### src/rtl/ttt_network_pkg.sv
// Shared definitions for the token fan-out network.
//   instr_e  : 3-bit programming instruction codes (5..7 are not listed and do nothing)
//   state_e  : fan-out sequencer states
//   chan_width() : width of a channel index, never less than one bit
package ttt_network_pkg;

  typedef enum logic [2:0] {
    INSTR_NOP        = 3'd0,
    INSTR_SET_START  = 3'd1,
    INSTR_SET_END    = 3'd2,
    INSTR_SET_TARGET = 3'd3,
    INSTR_SET_TOKENS = 3'd4
  } instr_e;

  typedef enum logic [1:0] {
    ST_IDLE   = 2'd0,
    ST_EMIT   = 2'd1,
    ST_FINISH = 2'd2
  } state_e;

  function automatic int chan_width(input int num_channels);
    int w;
    w = $clog2(num_channels);
    return (w < 32'sd1) ? 32'sd1 : w;
  endfunction

endpackage

### src/rtl/ttt_connection_table.sv
// Connection table storage for the fan-out network.
//   clk, reset      : clock, asynchronous active-low clear of every entry
//   wr_*            : single write port (instruction decode happens here)
//   rd_proc         : processor read address -> rd_start_ptr, rd_end_ptr, rd_proc_ok
//   rd_conn         : connection read address -> rd_target, rd_tokens (0 when out of range)
// Writes whose index does not name an existing entry match no entry and are dropped.
module ttt_connection_table
  import ttt_network_pkg::*;
#(
  parameter int NUM_PROCESSORS  = 16,
  parameter int NUM_CONNECTIONS = 64,
  parameter int NEW_TOKEN_BITS  = 4,
  parameter int NUM_CHANNELS    = 2,
  localparam int PW = $clog2(NUM_PROCESSORS),
  localparam int CW = $clog2(NUM_CONNECTIONS + 32'sd1),
  localparam int HW = chan_width(NUM_CHANNELS),
  localparam int TW = NUM_CHANNELS * NEW_TOKEN_BITS
) (
  input  logic                      clk,
  input  logic                      reset,
  input  logic                      wr_en,
  input  logic [2:0]                wr_instr,
  input  logic [PW-1:0]             wr_proc,
  input  logic [CW-1:0]             wr_conn,
  input  logic [HW-1:0]             wr_chan,
  input  logic [NEW_TOKEN_BITS-1:0] wr_tokens,
  input  logic [PW-1:0]             rd_proc,
  output logic [CW-1:0]             rd_start_ptr,
  output logic [CW-1:0]             rd_end_ptr,
  output logic                      rd_proc_ok,
  input  logic [CW-1:0]             rd_conn,
  output logic [PW-1:0]             rd_target,
  output logic [TW-1:0]             rd_tokens
);

  logic [CW-1:0] start_ptr_q [NUM_PROCESSORS];
  logic [CW-1:0] start_ptr_d [NUM_PROCESSORS];
  logic [CW-1:0] end_ptr_q   [NUM_PROCESSORS];
  logic [CW-1:0] end_ptr_d   [NUM_PROCESSORS];
  logic [PW-1:0] target_q    [NUM_CONNECTIONS];
  logic [PW-1:0] target_d    [NUM_CONNECTIONS];
  logic [TW-1:0] tokens_q    [NUM_CONNECTIONS];
  logic [TW-1:0] tokens_d    [NUM_CONNECTIONS];

  logic wr_start_s;
  logic wr_end_s;
  logic wr_target_s;
  logic wr_tokens_s;

  assign wr_start_s  = wr_en && (wr_instr == INSTR_SET_START);
  assign wr_end_s    = wr_en && (wr_instr == INSTR_SET_END);
  assign wr_target_s = wr_en && (wr_instr == INSTR_SET_TARGET);
  assign wr_tokens_s = wr_en && (wr_instr == INSTR_SET_TOKENS);

  // Next table contents: full-width index compare so out-of-range indices never alias
  always_comb begin
    for (int p = 0; p < NUM_PROCESSORS; p++) begin
      start_ptr_d[p] = (wr_start_s && (wr_proc == PW'(p))) ? wr_conn : start_ptr_q[p];
      end_ptr_d[p]   = (wr_end_s   && (wr_proc == PW'(p))) ? wr_conn : end_ptr_q[p];
    end
    for (int c = 0; c < NUM_CONNECTIONS; c++) begin
      target_d[c] = (wr_target_s && (wr_conn == CW'(c))) ? wr_proc : target_q[c];
      tokens_d[c] = tokens_q[c];
      for (int h = 0; h < NUM_CHANNELS; h++) begin
        tokens_d[c][h*NEW_TOKEN_BITS +: NEW_TOKEN_BITS] =
          (wr_tokens_s && (wr_conn == CW'(c)) && (wr_chan == HW'(h))) ?
          wr_tokens : tokens_q[c][h*NEW_TOKEN_BITS +: NEW_TOKEN_BITS];
      end
    end
  end

  // Processor read port (kept separate from the connection port to avoid a block-level loop)
  always_comb begin
    rd_start_ptr = {CW{1'b0}};
    rd_end_ptr   = {CW{1'b0}};
    rd_proc_ok   = 1'b0;
    for (int p = 0; p < NUM_PROCESSORS; p++) begin
      rd_start_ptr = (rd_proc == PW'(p)) ? start_ptr_q[p] : rd_start_ptr;
      rd_end_ptr   = (rd_proc == PW'(p)) ? end_ptr_q[p]   : rd_end_ptr;
      rd_proc_ok   = rd_proc_ok | (rd_proc == PW'(p));
    end
  end

  // Connection read port
  always_comb begin
    rd_target = {PW{1'b0}};
    rd_tokens = {TW{1'b0}};
    for (int c = 0; c < NUM_CONNECTIONS; c++) begin
      rd_target = (rd_conn == CW'(c)) ? target_q[c] : rd_target;
      rd_tokens = (rd_conn == CW'(c)) ? tokens_q[c] : rd_tokens;
    end
  end

  // Table registers, cleared by reset
  always_ff @(posedge clk or negedge reset) begin
    if (!reset) begin
      for (int p = 0; p < NUM_PROCESSORS; p++) begin
        start_ptr_q[p] <= {CW{1'b0}};
        end_ptr_q[p]   <= {CW{1'b0}};
      end
      for (int c = 0; c < NUM_CONNECTIONS; c++) begin
        target_q[c] <= {PW{1'b0}};
        tokens_q[c] <= {TW{1'b0}};
      end
    end else begin
      start_ptr_q <= start_ptr_d;
      end_ptr_q   <= end_ptr_d;
      target_q    <= target_d;
      tokens_q    <= tokens_d;
    end
  end

endmodule

### src/rtl/ttt_fanout_network.sv
// Token fan-out sequencer: on start, walks connection entries [start_ptr, end_ptr)
// of processor_id and presents one beat per entry on a valid/ready interface.
//   clk, reset (async active-low)
//   start, processor_id        : fan-out request, sampled in IDLE
//   busy, done                 : status; done pulses once per fan-out (also when empty)
//   valid, ready, target_id, new_tokens, last : beat interface, all registered
//   prog_valid, instruction, prog_processor, prog_connection, prog_channel, prog_tokens
//                              : table programming, honoured only in IDLE
module ttt_fanout_network
  import ttt_network_pkg::*;
#(
  parameter int NUM_PROCESSORS  = 16,
  parameter int NUM_CONNECTIONS = 64,
  parameter int NEW_TOKEN_BITS  = 4,
  parameter int NUM_CHANNELS    = 2,
  localparam int PW = $clog2(NUM_PROCESSORS),
  localparam int CW = $clog2(NUM_CONNECTIONS + 32'sd1),
  localparam int HW = chan_width(NUM_CHANNELS),
  localparam int TW = NUM_CHANNELS * NEW_TOKEN_BITS
) (
  input  logic                      clk,
  input  logic                      reset,
  input  logic                      start,
  input  logic [PW-1:0]             processor_id,
  output logic                      busy,
  output logic                      valid,
  input  logic                      ready,
  output logic [PW-1:0]             target_id,
  output logic [TW-1:0]             new_tokens,
  output logic                      last,
  output logic                      done,
  input  logic                      prog_valid,
  input  logic [2:0]                instruction,
  input  logic [PW-1:0]             prog_processor,
  input  logic [CW-1:0]             prog_connection,
  input  logic [HW-1:0]             prog_channel,
  input  logic [NEW_TOKEN_BITS-1:0] prog_tokens
);

  localparam logic [CW-1:0] PTR_ONE = {{(CW-1){1'b0}}, 1'b1};

  state_e        state_q, state_d;
  logic [CW-1:0] ptr_q, ptr_d;
  logic [CW-1:0] end_q, end_d;
  logic          busy_q, busy_d;
  logic          valid_q, valid_d;
  logic          last_q, last_d;
  logic          done_q, done_d;
  logic [PW-1:0] target_id_q, target_id_d;
  logic [TW-1:0] new_tokens_q, new_tokens_d;

  logic [CW-1:0] rd_start_ptr, rd_end_ptr, rd_conn_s, ptr_next_s;
  logic          rd_proc_ok;
  logic [PW-1:0] rd_target;
  logic [TW-1:0] rd_tokens;
  logic          wr_en_s;

  assign wr_en_s    = prog_valid && (state_q == ST_IDLE);
  assign ptr_next_s = ptr_q + PTR_ONE;

  ttt_connection_table #(
    .NUM_PROCESSORS (NUM_PROCESSORS),
    .NUM_CONNECTIONS(NUM_CONNECTIONS),
    .NEW_TOKEN_BITS (NEW_TOKEN_BITS),
    .NUM_CHANNELS   (NUM_CHANNELS)
  ) u_table (
    .clk         (clk),
    .reset       (reset),
    .wr_en       (wr_en_s),
    .wr_instr    (instruction),
    .wr_proc     (prog_processor),
    .wr_conn     (prog_connection),
    .wr_chan     (prog_channel),
    .wr_tokens   (prog_tokens),
    .rd_proc     (processor_id),
    .rd_start_ptr(rd_start_ptr),
    .rd_end_ptr  (rd_end_ptr),
    .rd_proc_ok  (rd_proc_ok),
    .rd_conn     (rd_conn_s),
    .rd_target   (rd_target),
    .rd_tokens   (rd_tokens)
  );

  // Connection read address looks ahead to the entry the next registered beat will carry
  always_comb begin
    if (state_q == ST_IDLE) begin
      rd_conn_s = rd_start_ptr;
    end else if ((state_q == ST_EMIT) && ready) begin
      rd_conn_s = ptr_next_s;
    end else begin
      rd_conn_s = ptr_q;
    end
  end

  // Sequencer next state and next registered outputs
  always_comb begin
    state_d      = state_q;
    ptr_d        = ptr_q;
    end_d        = end_q;
    busy_d       = busy_q;
    valid_d      = 1'b0;
    last_d       = 1'b0;
    done_d       = 1'b0;
    target_id_d  = {PW{1'b0}};
    new_tokens_d = {TW{1'b0}};
    case (state_q)
      ST_IDLE: begin
        busy_d = 1'b0;
        // Programming wins over a coincident start
        if (start && !prog_valid) begin
          ptr_d  = rd_start_ptr;
          end_d  = rd_end_ptr;
          busy_d = 1'b1;
          if (!rd_proc_ok || (rd_start_ptr >= rd_end_ptr)) begin
            state_d = ST_FINISH;
            done_d  = 1'b1;
          end else begin
            state_d      = ST_EMIT;
            valid_d      = 1'b1;
            target_id_d  = rd_target;
            new_tokens_d = rd_tokens;
            last_d       = ((rd_start_ptr + PTR_ONE) == rd_end_ptr);
          end
        end else begin
          state_d = ST_IDLE;
        end
      end
      ST_EMIT: begin
        if (ready) begin
          ptr_d = ptr_next_s;
          if (last_q) begin
            state_d = ST_FINISH;
            done_d  = 1'b1;
          end else begin
            valid_d      = 1'b1;
            target_id_d  = rd_target;
            new_tokens_d = rd_tokens;
            last_d       = ((ptr_next_s + PTR_ONE) == end_q);
          end
        end else begin
          valid_d      = valid_q;
          last_d       = last_q;
          target_id_d  = target_id_q;
          new_tokens_d = new_tokens_q;
        end
      end
      ST_FINISH: begin
        state_d = ST_IDLE;
        busy_d  = 1'b0;
      end
      default: begin
        state_d = ST_IDLE;
        busy_d  = 1'b0;
      end
    endcase
  end

  // Sequencer and output registers
  always_ff @(posedge clk or negedge reset) begin
    if (!reset) begin
      state_q      <= ST_IDLE;
      ptr_q        <= {CW{1'b0}};
      end_q        <= {CW{1'b0}};
      busy_q       <= 1'b0;
      valid_q      <= 1'b0;
      last_q       <= 1'b0;
      done_q       <= 1'b0;
      target_id_q  <= {PW{1'b0}};
      new_tokens_q <= {TW{1'b0}};
    end else begin
      state_q      <= state_d;
      ptr_q        <= ptr_d;
      end_q        <= end_d;
      busy_q       <= busy_d;
      valid_q      <= valid_d;
      last_q       <= last_d;
      done_q       <= done_d;
      target_id_q  <= target_id_d;
      new_tokens_q <= new_tokens_d;
    end
  end

  assign busy       = busy_q;
  assign valid      = valid_q;
  assign last       = last_q;
  assign done       = done_q;
  assign target_id  = target_id_q;
  assign new_tokens = new_tokens_q;

endmodule

### config.mk
export PLATFORM = sky130hd
export DESIGN_NAME = ttt_fanout_network
export DESIGN_NICKNAME = d
export VERILOG_FILES = /design/src/rtl/ttt_network_pkg.sv /design/src/rtl/ttt_connection_table.sv /design/src/rtl/ttt_fanout_network.sv
export SDC_FILE = /design/constraint.sdc
export NUM_CORES = 2
export LEC_CHECK = 0
export ABC_AREA = 1
export ABC_CLOCK_PERIOD_IN_PS = 4900
export BUFFER_PORTS_ARGS = -buffer_cell sky130_fd_sc_hd__buf_2
export CAP_MARGIN = 15
export CORE_UTILIZATION = 35
export DETAILED_ROUTE_END_ITERATION = 6
export GPL_ROUTABILITY_DRIVEN = 0
export PLACE_DENSITY = 0.53
export SLEW_MARGIN = 20
export SYNTH_ARGS = -nofsm -noshare
export SYNTH_HDL_FRONTEND = slang
export SYNTH_SLANG_ARGS = --single-unit
### constraint.sdc
create_clock -name clk -period 4.9 [get_ports clk]
set_input_delay 0 -clock clk [delete_from_list [all_inputs] [get_ports clk]]
set_output_delay 0 -clock clk [all_outputs]
set_load 0.005 [all_outputs]
==> flow_summary_export.csv <==
group,metric,value,unit
status,status,"finished, violations left",
status,violations,"negative setup slack",
clocking,insertion_delay,750,ps
sta,fmax,143,MHz
critical_path,crit_path_top_delay_cell,"dfrtp_1",
route,routedWlPerCell,20.1,um
global_route,overflow,0,
critical_path,slowest_delay,380,ps
cells_and_area,multi_input_area,19300,um2
clocking,cts_tree,"built",
critical_path,arrival,7600,ps
critical_path,crit_path_start_kind,"flop",
cells_and_area,areaGrowthSynthToFinish,20.5,%
synth,synth_xor_area_share,0.340,%
cells_and_area,seqCellArea,25600,um2
route,vias,40918,
cells_and_area,final_common_cell,"nand2_1",
synth,yosysSeqAreaShare,55.2,%
pwr,power.internal,0.0166,W
cells_and_area,n_fill_cell,13468,
sta,drv_slew,0,
synth,synthMuxAreaShare,0.0216,%
floorplan,die-area,134000,um2
route,met2_length,71.2,mm
synth,synthAdderAreaFrac,0.270,%
synth,synth_cells,5743,
synth,yosys_warnings,0,
synth,netlist_area,46400,um2
placement,dp_cells,7632,
synth,yosysTopAreaCell,"dfrtp_1",
synth,synthSimpleGateAreaFrac,26.6,%
pwr,swShare,32.6,%
global_route,grt_pass1_wl,245,mm
clocking,clock-sinks,1024,
sta,final.setup.tns,-20420,ps
critical_path,critical_path_class,"flop to flop",
sta,postLayoutSetupSlackWorst,-2100,ps
sta,slew_headroom,28.0,%
cells_and_area,fin_nets,6082,
placement,hpwl,106,mm
cells_and_area,drive_gt1_share,14.6,%
sta,finalCriticalPeriod,7000,ps
synth,synth_area_leaders,"dfrtp_1, nand2_1, o21ai_0",
route,drt-met1-wl,72.5,mm
critical_path,path_common_cell,"nand4_1",
cells_and_area,most-common-layout-cells,"nand2_1, o21ai_0, dfrtp_1",
synth,synth_top_family_by_area,"simple AND/OR/NAND/NOR gates",
global_route,antenna_found_initial,4,
job,cap_violations,0,
pwr,pwr-share-seq,36.3,%
synth,synth_top_area_share,55.2,%
cells_and_area,finalNonFillerCells,7898,
route,routed_wl,159,mm
pwr,static-leakage-power,24.8,nW
synth,synth.distinct_cells,45,
route,drtPass1Iterations,5,
route,drc,0,
pwr,combPwrFrac,26.0,%
global_route,grt_max_degree,145,
min_path,min_path_type,"input port to flop",
floorplan,fp.dieW,366,um
global_route,grt_usage,23.6,%
pwr,power_switching,0.00802,W
sta,fin_hold_ws,66.1,ps
pwr,power_density,440,nW/um2
clocking,htree_levels,3,
floorplan,initial_utilization,35.3,%
route,drt_iter0_drc,3821,
clocking,numCtsBuffers,115,
clocking,clkTransAtPathRegs,60,ps
route,top_layer_used,"met5",
sta,fin_crit_sh,143,%
synth,synth-seq-cells,1024,
floorplan,rows,133,
synth,synth_compound_area_share,12.8,%
sta,hold_viol,0,
sta,worstMarginPinSlew,1080,ps
pwr,clkPwrFrac,37.7,%
floorplan,core_area,131000,um2
floorplan,ios,44,
sta,finalSetupViolCount,12,
sta,rsz0062_at_grt,"yes",
clocking,root_buffer,"clkbuf_16",
critical_path,end_kind,"flop",
route,ant_nets,0,
pwr,vdd_drop_max,0.000338,V
critical_path,cp_data_required_time,5510,ps
global_route,grt_pass1_vias,39517,
sta,clock_skew,31.2,ps
synth,syn_nets,5781,
route,wl_met3,10.3,mm
clocking,ctsLongestPathBuffers,3,
floorplan,dieHeight,366,um
cells_and_area,n_antenna_cell,0,
synth,syn_avg_cell_area,8.08,um2
route,viasPerCell,5.18,
placement,numPortBuffers,43,
critical_path,crit_fanout,5,
synthesized netlist by cell type, drive strengths merged:
| cell | count |
|---|---|
| o21ai | 1053 |
| xor2 | 13 |
| nand3b | 5 |
| or2 | 74 |
| a221oi | 10 |
| nor3 | 7 |
| clkbuf | 217 |
| nand3 | 352 |
| o21a | 2 |
| a211oi | 4 |
| a22oi | 1 |
| and3 | 5 |
| o2111ai | 2 |
| nor3b | 3 |
| nand2 | 1877 |
| clkinv | 4 |
| inv | 307 |
| o22ai | 4 |
| buf | 43 |
| nor2 | 432 |
| o221ai | 1 |
| mux2i | 1 |
| ha | 10 |
| a22o | 1 |
| a32o | 5 |
| o211ai | 2 |
| a21oi | 82 |
| o41ai | 1 |
| dfrtp | 1024 |
| xnor2 | 5 |
| nor4 | 4 |
| nand4 | 192 |
state kept, by name (all words and copies together), names as in the netlist:
signal / cells
u_table.target_q: 256
u_table.tokens_q: 512
state_q: 2
new_tokens: 8
target_id: 4
u_table.end_ptr_q: 112
last: 1
u_table.start_ptr_q: 112
done: 1
ptr_q: 7
valid: 1
busy: 1
end_q: 7
timing repair:
| action | 4_1_cts | 5_1_grt |
|---|---|---|
| setup endpoints to repair | 12 | 13 |
| setup buffers | 26 | 9 |
| endpoints found under the hold margin | 629 | 0 |
| resized for setup | 185 | 52 |
| hold buffers | 14 | 0 |
| pin swaps | 109 | 101 |
| cloned | 1 | 0 |
stage by stage:
step           worst slack, ps  power (W)  util [%]  area [um2]
6_report                 -2100     0.0246      42.5       55900
5_1_grt                  -2540     0.0256      42.5       55900
4_1_cts                  -1940     0.0246      42.4       55700
3_5_place_dp             -2890     0.0146      38.5       50600
3_3_place_gp             -2930     0.0146      38.5       50600
2_1_floorplan              391     0.0116         -       46400
metal layers:
metal | up-vias | track usage, %
met1 | 20050 | 33.3
met5 | - | 0.249
met4 | 8 | 7.58
met2 | 1109 | 36.4
met3 | 247 | 4.34
li1 | 19504 | -
power groups by stage:
stage | logic (W) | clock network (W) | registers, W
final | 0.00639 | 0.00927 | 0.00893
after global placement | 0.00553 | 0 | 0.00907
after floorplan | 0.00257 | 0 | 0.00903
after CTS | 0.00622 | 0.00946 | 0.00893
after global routing | 0.00685 | 0.00980 | 0.00895
after detailed placement | 0.00553 | 0 | 0.00907
cell families (layout without fill, tap and decap cells):
group	count (synthesis)	after routing
AOI/OAI and AO/OA	1168	1168
xor gates and xnor gates	18	18
adders and majority gates	10	10
buffers and inverters	571	971
DFF	1024	1024
muxes	1	1
and+or+nand+nor	2951	2951
final timing paths:
path,from,slack [ps],endpoint,cells past startpoint
setup / recovery,u_table.start_ptr_q[109]$_DFFE_PN0P_,-2100,new_tokens[1]$_DFFE_PN0N_,50
min in group asynchronous,reset,100,u_table.target_q[45]$_DFFE_PN0P_,3
hold reg to reg,new_tokens[3]$_DFFE_PN0N_,480,new_tokens[3]$_DFFE_PN0N_,2
setup reg to reg,u_table.start_ptr_q[109]$_DFFE_PN0P_,-2100,new_tokens[1]$_DFFE_PN0N_,50
hold / removal,prog_processor[2],70,u_table.target_q[158]$_DFFE_PN0P_,3
max in group asynchronous,reset,3910,u_table.end_ptr_q[12]$_DFFE_PN0P_,3
critical path: cells and delay by family, from the launching register on:
kind,cells,cell delay (ps)
AO/OA/AOI/OAI,1,210
buffers and inverters,3,400
flip-flops,1,380
AND/OR/NAND/NOR,46,5870
layout make-up:
type	count	area share [%]
sequential	1024	45.8
multi-input combinational	4148	34.4
clock buffer	174	6.14
clock inverter	42	1.13
inverter	311	2.11
timing repair buffer	444	6.46
tap	1755	3.93
No activity file was read; power rests on OpenSTA's default activity.
